`config.mk`:
```
export PLATFORM = sky130hd
export DESIGN_NAME = fetch_queue_flat
export DESIGN_NICKNAME = d
export VERILOG_FILES = /design/src/rtl/fetch_queue_pkg.sv /design/src/rtl/fetch_queue_if.sv /design/src/rtl/fetch_queue.sv /design/src/flat_wrapper.sv
export SDC_FILE = /design/constraint.sdc
export NUM_CORES = 1
export LEC_CHECK = 0
export CORE_ASPECT_RATIO = 1.75
export CORE_UTILIZATION = 54
export CTS_CLUSTER_DIAMETER = 150
export CTS_CLUSTER_SIZE = 28
export DETAILED_ROUTE_END_ITERATION = 7
export MAX_ROUTING_LAYER = met4
export PLACE_DENSITY = 0.8
export RECOVER_POWER = 50
export SYNTH_ARGS = -nofsm -noshare
export SYNTH_HDL_FRONTEND = slang
export SYNTH_SLANG_ARGS = --single-unit
export TNS_END_PERCENT = 1
```
`constraint.sdc`:
```
create_clock -name clk -period 4 [get_ports clk]
set_clock_uncertainty 0.1 [all_clocks]
set_input_delay 0.8 -clock clk [delete_from_list [all_inputs] [get_ports clk]]
set_output_delay 0.8 -clock clk [all_outputs]
set_load 0.005 [all_outputs]
```
`src/rtl/fetch_queue_pkg.sv`:
```
// Shared fetch-path definitions: the nop encoding, PC step and the queued entry layout.
package mips_pkg;

   localparam logic [31:0] NOP_INSTR = 32'h0000_0000;
   localparam logic [31:0] PC_INCR   = 32'd4;

   typedef struct packed {
      logic [31:0] pc;
      logic [31:0] instr;
      logic        misaligned;
   } fetch_entry_t;

   function automatic logic pc_is_misaligned(input logic [31:0] pc);
      return (pc[1:0] != 2'b00);
   endfunction

   // Carry out of bit 31 is dropped, so the top word address wraps to zero.
   function automatic logic [31:0] pc_next(input logic [31:0] pc);
      return pc + PC_INCR;
   endfunction

endpackage

```
`src/rtl/fetch_queue_if.sv`:
```
// Fetch-to-decode handshake bundle; the queue uses the slave view, its environment the master view.
interface fetch_queue_if #(
   parameter int PTR_W = 2
);
   logic              in_valid;
   logic [31:0]       in_pc;
   logic [31:0]       in_instr;
   logic              in_ready;
   logic              flush;
   logic              out_valid;
   logic              out_ready;
   logic [31:0]       out_pc;
   logic [31:0]       out_pc_plus4;
   logic [31:0]       out_instr;
   logic              out_misaligned;
   logic [PTR_W:0]    count;

   modport slave (
      input  in_valid, in_pc, in_instr, flush, out_ready,
      output in_ready, out_valid, out_pc, out_pc_plus4, out_instr, out_misaligned, count
   );

   modport master (
      output in_valid, in_pc, in_instr, flush, out_ready,
      input  in_ready, out_valid, out_pc, out_pc_plus4, out_instr, out_misaligned, count
   );
endinterface

```
`src/rtl/fetch_queue.sv`:
```
// Circular fetch queue between the PC/instruction memory and decode, with single-cycle flush.
module fetch_queue
   import mips_pkg::*;
#(
   parameter int DEPTH = 4,
   parameter int PTR_W = 2
) (
   input  logic          clk,
   input  logic          rst,
   fetch_queue_if.slave  bus
);

   localparam logic [PTR_W:0]   C_FULL    = (PTR_W + 1)'(DEPTH);
   localparam logic [PTR_W:0]   C_CNT_ONE = 1;
   localparam logic [PTR_W-1:0] C_PTR_ONE = 1;

   fetch_entry_t     r_mem [DEPTH];
   logic [PTR_W-1:0] r_rd_ptr;
   logic [PTR_W-1:0] r_wr_ptr;
   logic [PTR_W:0]   r_count;

   logic             w_in_ready;
   logic             w_out_valid;
   logic             w_push;
   logic             w_pop;
   fetch_entry_t     w_wr_entry;
   fetch_entry_t     w_head;

   // Status depends only on registered count, so in_ready never sees out_ready.
   assign w_in_ready  = (r_count != C_FULL);
   assign w_out_valid = (r_count != '0);

   assign w_push = bus.in_valid & w_in_ready  & ~bus.flush;
   assign w_pop  = w_out_valid  & bus.out_ready & ~bus.flush;

   assign w_wr_entry.pc         = bus.in_pc;
   assign w_wr_entry.instr      = bus.in_instr;
   assign w_wr_entry.misaligned = pc_is_misaligned(bus.in_pc);

   always_ff @(posedge clk or posedge rst) begin
      if (rst) begin
         r_rd_ptr <= '0;
         r_wr_ptr <= '0;
         r_count  <= '0;
      end else if (bus.flush) begin
         r_rd_ptr <= '0;
         r_wr_ptr <= '0;
         r_count  <= '0;
      end else begin
         if (w_push) begin
            r_wr_ptr <= r_wr_ptr + C_PTR_ONE;
         end
         if (w_pop) begin
            r_rd_ptr <= r_rd_ptr + C_PTR_ONE;
         end
         case ({w_push, w_pop})
            2'b10:   r_count <= r_count + C_CNT_ONE;
            2'b01:   r_count <= r_count - C_CNT_ONE;
            default: r_count <= r_count;
         endcase
      end
   end

   // Storage carries no reset; occupancy alone decides what is visible.
   always_ff @(posedge clk) begin
      if (w_push) begin
         r_mem[r_wr_ptr] <= w_wr_entry;
      end
   end

   assign w_head = r_mem[r_rd_ptr];

   always_comb begin
      bus.out_pc         = '0;
      bus.out_pc_plus4   = '0;
      bus.out_instr      = NOP_INSTR;
      bus.out_misaligned = 1'b0;
      if (w_out_valid) begin
         bus.out_pc         = w_head.pc;
         bus.out_pc_plus4   = pc_next(w_head.pc);
         bus.out_instr      = w_head.instr;
         bus.out_misaligned = w_head.misaligned;
      end
   end

   assign bus.in_ready  = w_in_ready;
   assign bus.out_valid = w_out_valid;
   assign bus.count     = r_count;

endmodule
```
`src/flat_wrapper.sv`:
```
// flat-port wrapper written by rule: the top's interface ports become plain ports
module fetch_queue_flat import mips_pkg::*;
#(
   parameter int DEPTH = 4,
   parameter int PTR_W = 2
)
  (clk, rst, bus_in_valid, bus_in_pc, bus_in_instr, bus_flush, bus_out_ready, bus_in_ready, bus_out_valid, bus_out_pc, bus_out_pc_plus4, bus_out_instr, bus_out_misaligned, bus_count);
  fetch_queue_if #(.PTR_W(PTR_W)) bus_i ();
  input  logic clk;
  input  logic rst;
  input wire logic [$bits(bus_i.in_valid)-1:0] bus_in_valid;
  input wire logic [$bits(bus_i.in_pc)-1:0] bus_in_pc;
  input wire logic [$bits(bus_i.in_instr)-1:0] bus_in_instr;
  input wire logic [$bits(bus_i.flush)-1:0] bus_flush;
  input wire logic [$bits(bus_i.out_ready)-1:0] bus_out_ready;
  output wire logic [$bits(bus_i.in_ready)-1:0] bus_in_ready;
  output wire logic [$bits(bus_i.out_valid)-1:0] bus_out_valid;
  output wire logic [$bits(bus_i.out_pc)-1:0] bus_out_pc;
  output wire logic [$bits(bus_i.out_pc_plus4)-1:0] bus_out_pc_plus4;
  output wire logic [$bits(bus_i.out_instr)-1:0] bus_out_instr;
  output wire logic [$bits(bus_i.out_misaligned)-1:0] bus_out_misaligned;
  output wire logic [$bits(bus_i.count)-1:0] bus_count;
  assign bus_i.in_valid = bus_in_valid;
  assign bus_i.in_pc = bus_in_pc;
  assign bus_i.in_instr = bus_in_instr;
  assign bus_i.flush = bus_flush;
  assign bus_i.out_ready = bus_out_ready;
  assign bus_in_ready = bus_i.in_ready;
  assign bus_out_valid = bus_i.out_valid;
  assign bus_out_pc = bus_i.out_pc;
  assign bus_out_pc_plus4 = bus_i.out_pc_plus4;
  assign bus_out_instr = bus_i.out_instr;
  assign bus_out_misaligned = bus_i.out_misaligned;
  assign bus_count = bus_i.count;
  fetch_queue #(.DEPTH(DEPTH), .PTR_W(PTR_W)) u_core (.clk(clk), .rst(rst), .bus(bus_i));
endmodule
```
==> impl_metrics.toml <==
[power_and_ir_drop]
switchingPower_w = 0.002496
vdd.ir_drop.worst_v = 0.0004839
p_leak_nw = 4.525
combPwrFrac = 0.443
power_frac_clock = 0.163
internal_power_w = 0.006023
p_sw_frac = 0.2930
seqPwrFrac = 0.394
power_density_nw_per_um2 = 616.1

[synth]
synth-edff-count = 260
yosysUniqueCellTypes = 43
yosys.area.top_type = "edfxtp_1"
synthesis.area_um2 = 11150
async_flop_share = 0.02622
ys.flop_type = "edfxtp_1"
synthesis.nets = 665
postSynthAreaPerCell_um2 = 18.90
yosys_warnings = 0
synth_cells = 590
ys_ff_latch = 267
netlist_top_cells_area = "edfxtp_1 70%, mux4_2 8.1%, mux4_1 5.4%"
yosysTopAreaCellShare = 0.7003
yosysSeqAreaShare = 0.7160

[global_route]
antenna_found_initial = 8
grt_start_max_net_pins = 54
grt_pass1_vias = 6396
grtUsageTotal = 0.2199
grt_first_pass_wirelength_um = 34620
gr-total-overflow = 0

[floorplan]
die_height_um = 192.1
io_pins = 171
rows = 69
die_x_um = 110.6
fp.coreArea_um2 = 20290
initial_core_util = 0.5496
dieArea_um2 = 21250

[critical_path]
start_kind = "flip-flop"
crit_slowest_cell = "or4_4"
path_class = "flip-flop to primary output"
worstPathArrival_ps = 3210
crit_fanout = 13
crit_chain = "buf_12 > buf_16 > mux4_2 > nand2_2 > or4_4 > buf_4 > or4_4 > a21oi_2 > buf_2"
crit_buf_inv = 4
cp_top_family = "simple AND/OR/NAND/NOR gates"
crit_required_ps = 3100
cpMostUsedCell = "or4_4"
endpoint_kind = "primary output"
max_stage_delay_ps = 550
reg2reg_setup_slack_ps = 700

[clocking]
cts-buffers-inserted = 13
clkSinkCount = 267
clkTransAtPathRegs_ps = 100
clk-insertion-delay-late_ps = 470
cts_max_level = 1
cts_tree = "built"
cts_root_buf = "clkbuf_16"
cts.path.max_buffers = 3
holdBufCountCts = 0

[drt]
vias_per_cell = 5.793
ant_nets = 0
route.detailed.drc = 0
firstDrtPassIters = 5
vias = 6054
wirelength_um = 22730
wl_per_cell_um = 21.75
first_iter_violations = 492

[cells_and_area]
nets = 864
multi_input_area_um2 = 3009
regArea_um2 = 7990
area_growth_pct = 24.02
final_cell_count_no_fill = 1045
drive_gt1_frac = 0.2023
fillCellCount = 1382

[sta]
setup_viol = 7
worstMarginPinSlew_ps = 1894
timing.final.ws_setup_ps = -108.5
hold_viol = 0
period_minus_slack_ps = 4109
rsz0062_at_grt = "yes"
clock.fmax_mhz = 243.4
max_slew_margin = -0.2625
fin_crit_sh = 1.027
slew_viol_final = 66

[placement]
hpwl_um = 15270
port_buffers = 170
place_congestion = 0.9221
dp_cells = 1006
place_ws_ps = 53.32

[min_path]
hold_path.class = "flip-flop to flip-flop"

[flow_run]
cap_violations = 2

[status]
violations = "max-capacitance violations, max-slew violations, negative setup slack"
status = "complete, but fails checks"
==> stage by stage <==
stage,TNS (ps),total power (W),instance area [um^2],hold WS [ps],util
finish,-264.0,0.008519,13830,523.9,0.6815
global placement,0,0.006999,13260,455.9,0.6537
floorplan,0,0.005202,11150,442.5,-
CTS,-1415,0.008579,13740,444.4,0.6772
detailed placement,0,0.007070,13260,493.3,0.6537
global route,-1228,0.008939,13830,565.4,0.6815
==> tightest hold or removal path, stage by stage (launching register included) <==
cell and delay [ps]:
dfrtp_1 440, nand2_1 90, a21oi_1 60
==> flip-flops by register name, indices dropped and copies added (netlist names) <==
signal,cells
u_core.r_wr_ptr,2
u_core.r_mem,260
u_core.bus.count,3
u_core.r_rd_ptr,2
==> worst paths after layout <==
path                                     startpoint                   end  depth (start not counted)
worst max-delay path             u_core.r_rd_ptr[0]  bus_out_pc_plus4[31]                          9
worst min-delay path             u_core.r_wr_ptr[1]    u_core.r_wr_ptr[1]                          2
worst max register to register  u_core.bus.count[0]   u_core.r_mem[2][20]                          5
worst min register to register   u_core.r_wr_ptr[1]    u_core.r_wr_ptr[1]                          2
max in group asynchronous                       rst    u_core.r_rd_ptr[1]                          2
min in group asynchronous                       rst   u_core.bus.count[2]                          2
==> cell type report <==
cell class | instances | share of cell area
Antenna cell | 6 | 0.001086
Clock buffer | 16 | 0.02434
Clock inverter | 1 | 0.001176
Inverter | 9 | 0.002443
Multi-Input combinational cell | 284 | 0.2176
Sequential cell | 267 | 0.5779
Tap cell | 248 | 0.02244
Timing Repair Buffer | 214 | 0.1530
==> power by group through the flow <==
| stage | Sequential (W) | Clock [W] | Combinational (W) |
|---|---|---|---|
| 3_3_place_gp | 0.00343 | 0 | 0.00357 |
| 5_1_grt | 0.00337 | 0.00151 | 0.00406 |
| 3_5_place_dp | 0.00345 | 0 | 0.00362 |
| 2_1_floorplan | 0.00339 | 0 | 0.00181 |
| 6_report | 0.00336 | 0.00139 | 0.00377 |
| 4_1_cts | 0.00335 | 0.00143 | 0.00380 |
==> placed cells by master, fill, tap and decap left out, types with 6 or more instances in the layout <==
cell type        netlist  routed
a21oi_1               12       9
nand3_1               10       8
dlygate4sd3_1          0      66
nor3_2                 0       7
clkdlybuf4s50_1        0      93
nand4_1                7       7
mux2_2                 7       7
clkbuf_16              0      13
and2_1                65      63
mux2i_1                6       6
xor2_1                11      11
nor2_1                32      32
buf_4                  2      36
inv_1                  9       8
nand2_1               11       9
mux4_2                40      56
edfxtp_1             260     260
mux4_1                23       7
diode_2                0       6
==> cells by family (layout without fill, tap and decap cells) <==
group                      after synthesis  after routing  synth area share
adders and majority gates                6              6          0.007407
and+or+nand+nor                        160            160           0.08170
DFF                                    267            267            0.7160
buffers and inverters                   39            240           0.02031
muxes                                   77             77            0.1488
xor gates and xnor gates                16             16           0.01257
other                                    0              6                 0
AOI/OAI and AO/OA                       25             25           0.01324
==> layer usage <==
metal  global-route usage  up-vias  wire (um)
met5                    -        -          0
met4              0.09128        0        740
met3              0.02556       44        939
met2               0.4138      194      13080
met1               0.2323     3089       7973
li1                     -     2727          -
==> synthesized netlist by cell type, types with 6 or more instances <==
master    number
mux4_2        40
nand2_1       11
clkbuf_1      15
a21oi_1       12
mux2_2         7
inv_1          9
nor3_1         8
nand4_1        7
nand3_1       10
dfrtp_1        7
xor2_1        11
mux4_1        23
edfxtp_1     260
mux2i_1        6
and2_1        65
nor2_1        32
==> timing repair <==
| action | 4_1_cts | 5_1_grt |
|---|---|---|
| hold endpoints to repair | 0 | 0 |
| buffers inserted | 13 | 3 |
| gates resized for setup | 48 | 22 |
| endpoints found under the setup margin | 19 | 16 |
| pin swaps | 6 | 4 |
No activity file was read; power rests on OpenSTA's default activity.
